File: config.mk
export PLATFORM = sky130hd
export DESIGN_NAME = neuron_mac_n
export DESIGN_NICKNAME = d
export VERILOG_FILES = /design/src/rtl/neuron_mac_n.sv
export SDC_FILE = /design/constraint.sdc
export NUM_CORES = 1
export LEC_CHECK = 0
export ABC_CLOCK_PERIOD_IN_PS = 6700
export CAP_MARGIN = 30
export CORE_MARGIN = 8
export CORE_UTILIZATION = 44
export CTS_CLUSTER_DIAMETER = 50
export DETAILED_ROUTE_END_ITERATION = 7
export PLACE_DENSITY = 0.65
export SYNTH_ARGS = -nofsm -noshare
export SYNTH_HDL_FRONTEND = slang
export SYNTH_SLANG_ARGS = --single-unit
File: constraint.sdc
create_clock -name clk -period 6.7 [get_ports clk]
set_clock_uncertainty 0.1 [all_clocks]
set_input_delay 1.34 -clock clk [delete_from_list [all_inputs] [get_ports clk]]
set_output_delay 1.34 -clock clk [all_outputs]
set_load 0.01 [all_outputs]
File: src/rtl/neuron_mac_n.sv
// neuron_mac_n: single fixed-point neuron. Sequentially multiplies N_INPUTS
// captured inputs by stored weights, accumulates onto a bias with saturation,
// and applies hard-sigmoid or ReLU before presenting a registered result.
//
// Ports:
//   clk, rst_n     clock, asynchronous active-low reset
//   En             global enable; when low FSM and datapath hold
//   Run            start request, honoured only in IDLE
//   Mode           activation select captured at start (0 sigmoid, 1 ReLU)
//   X              packed signed inputs, channel i at [i*DATA_WIDTH +: DATA_WIDTH]
//   W_wr/W_addr/W_data  weight (addr < N_INPUTS) or bias (addr == N_INPUTS) write
//   Y, Y_valid     registered result and its one-cycle update strobe
//   Busy           high whenever not IDLE
module neuron_mac_n #(
  parameter int DATA_WIDTH = 8,
  parameter int FRAC_BITS  = 4,
  parameter int N_INPUTS   = 4,
  parameter int ACC_GUARD  = 4
) (
  input  logic                                 clk,
  input  logic                                 rst_n,
  input  logic                                 En,
  input  logic                                 Run,
  input  logic                                 Mode,
  input  logic [N_INPUTS*DATA_WIDTH-1:0]       X,
  input  logic                                 W_wr,
  input  logic [$clog2(N_INPUTS+1)-1:0]        W_addr,
  input  logic signed [DATA_WIDTH-1:0]         W_data,
  output logic signed [DATA_WIDTH-1:0]         Y,
  output logic                                 Y_valid,
  output logic                                 Busy
);

  localparam int ACC_WIDTH = DATA_WIDTH + ACC_GUARD;
  localparam int AW        = $clog2(N_INPUTS + 1);
  localparam int IW        = $clog2(N_INPUTS);
  localparam int PW        = 2 * DATA_WIDTH;
  // Sum is one bit wider than either addend so overflow is detectable.
  localparam int SUMW      = ((PW > ACC_WIDTH) ? PW : ACC_WIDTH) + 1;
  localparam int ONE       = 2 ** FRAC_BITS;
  localparam int RELU_MAX  = 2 ** (DATA_WIDTH - 1) - 1;

  localparam logic signed [ACC_WIDTH:0]   HALF_S = (ACC_WIDTH+1)'(ONE / 2);
  localparam logic signed [ACC_WIDTH:0]   ONE_S  = (ACC_WIDTH+1)'(ONE);
  localparam logic signed [ACC_WIDTH-1:0] RELU_S = ACC_WIDTH'(RELU_MAX);

  typedef enum logic [2:0] {
    IDLE   = 3'd0,
    LOAD   = 3'd1,
    MAC    = 3'd2,
    ACT    = 3'd3,
    RESULT = 3'd4
  } state_t;

  state_t state, state_n;

  logic signed [DATA_WIDTH-1:0] w    [N_INPUTS];
  logic signed [DATA_WIDTH-1:0] xr   [N_INPUTS];
  logic signed [DATA_WIDTH-1:0] bias;
  logic signed [DATA_WIDTH-1:0] yb;
  logic signed [ACC_WIDTH-1:0]  acc;
  logic [IW-1:0]                idx;
  logic                         mode_r;

  logic signed [PW-1:0]         prod;
  logic signed [PW-1:0]         prod_sh;
  logic signed [SUMW-1:0]       sum;
  logic signed [ACC_WIDTH-1:0]  acc_sat;
  logic signed [ACC_WIDTH:0]    acc_x;
  logic signed [ACC_WIDTH:0]    sig_t;
  logic signed [DATA_WIDTH-1:0] act_y;

  assign Busy = (state != IDLE);

  always_ff @(posedge clk or negedge rst_n) begin
    if (!rst_n)  state <= IDLE;
    else if (En) state <= state_n;
  end

  always_comb begin
    state_n = state;
    case (state)
      IDLE:    if (Run) state_n = LOAD;
      LOAD:    state_n = MAC;
      MAC:     if (idx == IW'(N_INPUTS - 1)) state_n = ACT;
      ACT:     state_n = RESULT;
      RESULT:  state_n = IDLE;
      default: state_n = IDLE;
    endcase
  end

  // Multiply-accumulate with saturation: the sum is in range only when all
  // bits from ACC_WIDTH-1 upward agree with the sign.
  always_comb begin
    prod    = PW'(xr[idx]) * PW'(w[idx]);
    prod_sh = prod >>> FRAC_BITS;
    sum     = SUMW'(acc) + SUMW'(prod_sh);
    if (sum[SUMW-1:ACC_WIDTH-1] == '0 || sum[SUMW-1:ACC_WIDTH-1] == '1)
      acc_sat = sum[ACC_WIDTH-1:0];
    else if (sum[SUMW-1])
      acc_sat = {1'b1, {(ACC_WIDTH-1){1'b0}}};
    else
      acc_sat = {1'b0, {(ACC_WIDTH-1){1'b1}}};
  end

  always_comb begin
    acc_x = (ACC_WIDTH+1)'(acc);
    sig_t = HALF_S + (acc_x >>> 2);
    act_y = '0;
    if (mode_r) begin
      if (acc[ACC_WIDTH-1])  act_y = '0;
      else if (acc > RELU_S) act_y = DATA_WIDTH'(RELU_MAX);
      else                   act_y = acc[DATA_WIDTH-1:0];
    end else begin
      if (sig_t[ACC_WIDTH])  act_y = '0;
      else if (sig_t > ONE_S) act_y = DATA_WIDTH'(ONE);
      else                   act_y = sig_t[DATA_WIDTH-1:0];
    end
  end

  always_ff @(posedge clk or negedge rst_n) begin
    if (!rst_n) begin
      for (int unsigned i = 0; i < N_INPUTS; i++) begin
        w[i]  <= '0;
        xr[i] <= '0;
      end
      bias    <= '0;
      acc     <= '0;
      idx     <= '0;
      mode_r  <= 1'b0;
      yb      <= '0;
      Y       <= '0;
      Y_valid <= 1'b0;
    end else begin
      Y_valid <= 1'b0;
      if (En) begin
        case (state)
          IDLE: begin
            // A write on the Run edge lands before LOAD reads the registers.
            if (W_wr && W_addr < AW'(N_INPUTS))
              w[W_addr[IW-1:0]] <= W_data;
            else if (W_wr && W_addr == AW'(N_INPUTS))
              bias <= W_data;
          end
          LOAD: begin
            for (int unsigned i = 0; i < N_INPUTS; i++)
              xr[i] <= X[i*DATA_WIDTH +: DATA_WIDTH];
            mode_r <= Mode;
            acc    <= ACC_WIDTH'(bias);
            idx    <= '0;
          end
          MAC: begin
            acc <= acc_sat;
            idx <= idx + IW'(1);
          end
          ACT:    yb <= act_y;
          RESULT: begin
            Y       <= yb;
            Y_valid <= 1'b1;
          end
          default: ;
        endcase
      end
    end
  end

endmodule
==> impl_metrics.env <==
export IMPL_htree_levels=3
export IMPL_coreArea_sq_um=18000
export IMPL_max_clock_path_buffers=2
export IMPL_maxCapViolations=0
export IMPL_yosys_top_cells_area="dfrtp_1 33%, fa_1 14%, mux2_2 7.0%"
export IMPL_drc_errors=0
export IMPL_ys_warn_count=0
export IMPL_finalCritPeriodShare_pct=98.9
export IMPL_grt_pass1_wl_microns=31900
export IMPL_async_flop_share_pct=100
export IMPL_io_buffers=58
export IMPL_dieHeight_microns=152
export IMPL_syn_avg_cell_area_sq_um=9.92
export IMPL_cts_made_buffers=9
export IMPL_critPathLaunchType="register"
export IMPL_ys_seq_area_share_pct=33.1
export IMPL_cpPeakStageDelay_ns=0.55
export IMPL_insertion_delay_ns=0.36
export IMPL_drtPass1Iterations=4
export IMPL_slew_viol_final=0
export IMPL_grt_overflow_total=0
export IMPL_finalHoldViolCount=0
export IMPL_path_delay_family="adder cells"
export IMPL_yosys_area_top_type="dfrtp_1"
export IMPL_via_count=6207
export IMPL_routedWlPerCell_microns=16.3
export IMPL_path_clk_slew_ns=0.07
export IMPL_hold_buffers=0
export IMPL_post_place_cells=1159
export IMPL_hold_path_startpoint="xr[25]"
export IMPL_ys_flop_type="dfrtp_1"
export IMPL_cts_root_buf="clkbuf_16"
export IMPL_outcome="finished clean"
export IMPL_grt_start_max_net_pins=63
export IMPL_drt_iter0_drc=373
export IMPL_diodes=0
export IMPL_antenna_found_initial=0
export IMPL_r2r_start="idx[0]"
export IMPL_die_w_microns=152
export IMPL_area_growth_pct=28.8
export IMPL_grt_usage_pct=17.4
export IMPL_grt_pass1_vias=6406
export IMPL_critPathSlowestCell="mux4_2"
export IMPL_max_freq_mhz=151
export IMPL_min_path_type="reg2reg"
export IMPL_synth_cell_types=65
export IMPL_clock_sinks=107
export IMPL_gp_congestion=0.845
export IMPL_tritoncts="done"
export IMPL_max_slew_margin_pct=48.2
export IMPL_start_util_pct=44.9
export IMPL_final_cell_mix="133 x nand2_1, 105 x dfrtp_1, 86 x buf_4"
export IMPL_syn_area_sq_um=8090
export IMPL_dp_hpwl_microns=14900
export IMPL_rsz0062_at_grt="true"
export IMPL_nNetsFinal=1109
export IMPL_die_area_sq_um=23000
export IMPL_instances_no_fill=1195
export IMPL_critPathLaunch="idx[0]"
export IMPL_stdcell_area_sq_um=10400
export IMPL_antenna_left=0
export IMPL_cp_max_fo=5
export IMPL_via_per_inst=5.19
export IMPL_period_needed_ns=6.63
export IMPL_io_pins=59
export IMPL_worst_slew_pin_slew_ns=0.777
export IMPL_routed_wl_microns=19500
export IMPL_drive_gt1_share_pct=29.2
export IMPL_num_rows=49
export IMPL_synthesis_nets=962
export IMPL_synth_top_cell_area_share_pct=33.1
export IMPL_crit_buf_inv=10
export IMPL_crit_path_end_kind="register"
export IMPL_setup_viol=0
export IMPL_syn_inst=815
export IMPL_synth_seq_cells=107
export IMPL_path_class="reg2reg"
export IMPL_synth_edff_count=0
export IMPL_placed_area_sq_um=9530
export IMPL_crit_required_ns=6.83
export IMPL_layout_commonest_cell="nand2_1"
export IMPL_cp_arrival_ns=6.76
==> registers in the layout, summed over array words and instances (netlist names) <==
| register | cells |
|---|---|
| w | 32 |
| xr | 32 |
| acc | 12 |
| Y | 8 |
| bias | 8 |
| yb | 8 |
| state | 3 |
| idx | 2 |
| Y_valid | 1 |
| mode_r | 1 |
==> per-stage QoR <==
step	setup WS (ns)	hold slack [ns]	TNS, ns	utilization (%)
after floorplan	0.0201	0.340	0	-
after global placement	-0.194	0.352	-1.80	52.9
after detailed placement	-0.392	0.362	-4.09	52.9
final	0.0717	0.380	0	57.8
after global routing	-0.188	0.400	-1.63	57.8
after CTS	-0.0233	0.380	-0.0233	54.7
==> cell families (layout without fill, tap and decap cells) <==
group / after synthesis / in the layout / share of synthesized area (%)
flip-flops: 107 / 107 / 33.1
multiplexers: 67 / 67 / 11.4
AO/OA/AOI/OAI: 114 / 114 / 10.2
buffers and inverters: 124 / 275 / 5.99
XOR/XNOR: 22 / 22 / 2.38
AND/OR/NAND/NOR: 283 / 283 / 16.6
adder cells (fa/ha/maj): 98 / 98 / 20.3
==> worst register-to-register path, delay by kind of cell (launching register included) <==
family	cells	cell delay [ns]
fa+ha+maj	6	2.66
compound gates	5	0.94
buf+inv	10	1.25
simple gates	4	0.60
flops	1	0.43
mux	1	0.55
==> layout make-up <==
class	instances	area, sq um
clock buffer	12	246
clock inverter	3	25.0
fill	1548	7610
inverter	97	364
multi-input combinational	584	5340
sequential	107	2680
tap	229	287
timing repair buffer	163	1470
==> path summary, 6_finish.rpt <==
| path | end | slack [ns] | depth (start not counted) |
|---|---|---|---|
| worst max-delay path | acc[9] | 0.07 | 26 |
| worst min-delay path | xr[25] | 0.38 | 2 |
| worst max register to register | acc[9] | 0.07 | 26 |
| worst min register to register | xr[25] | 0.38 | 2 |
| max in group asynchronous | idx[0] | 4.42 | 2 |
| min in group asynchronous | w[5] | 0.96 | 1 |
==> per-layer routing <==
metal / part of all wire (%) / vias up / global-route usage (%)
met5: 0 / - / 0
met4: 1.1 / 0 / 4.61
met3: 3.4 / 19 / 3.12
met2: 49 / 114 / 28.0
met1: 46 / 3046 / 23.7
li1: - / 3028 / -
==> synth_stat cells, types with 4 or more instances <==
master	count
nand2_1	136
dfrtp_1	107
inv_1	97
fa_1	55
mux2_2	50
nor2_1	44
and2_1	43
ha_1	43
a21oi_1	25
clkbuf_1	22
o21ai_0	18
xnor2_1	17
mux4_2	15
nand3_1	11
nor3_1	11
a211oi_1	7
nor2b_1	6
o221ai_1	6
o31ai_1	6
a2111oi_0	5
a21o_1	5
and3_1	5
nand2b_1	5
xor2_1	5
o21bai_1	4
==> what timing repair did <==
action                                  in CTS  in global routing
pin swaps                                    3                 51
resized for setup                           11                 94
endpoints found under the hold margin        0                  0
endpoints found under the setup margin      12                 12
gates cloned                                 0                  0
buffers inserted                             3                 20
Power is left out: the tool's default activity adds up to more than one toggle a clock period on the data nets, which glitch-free logic cannot reach.
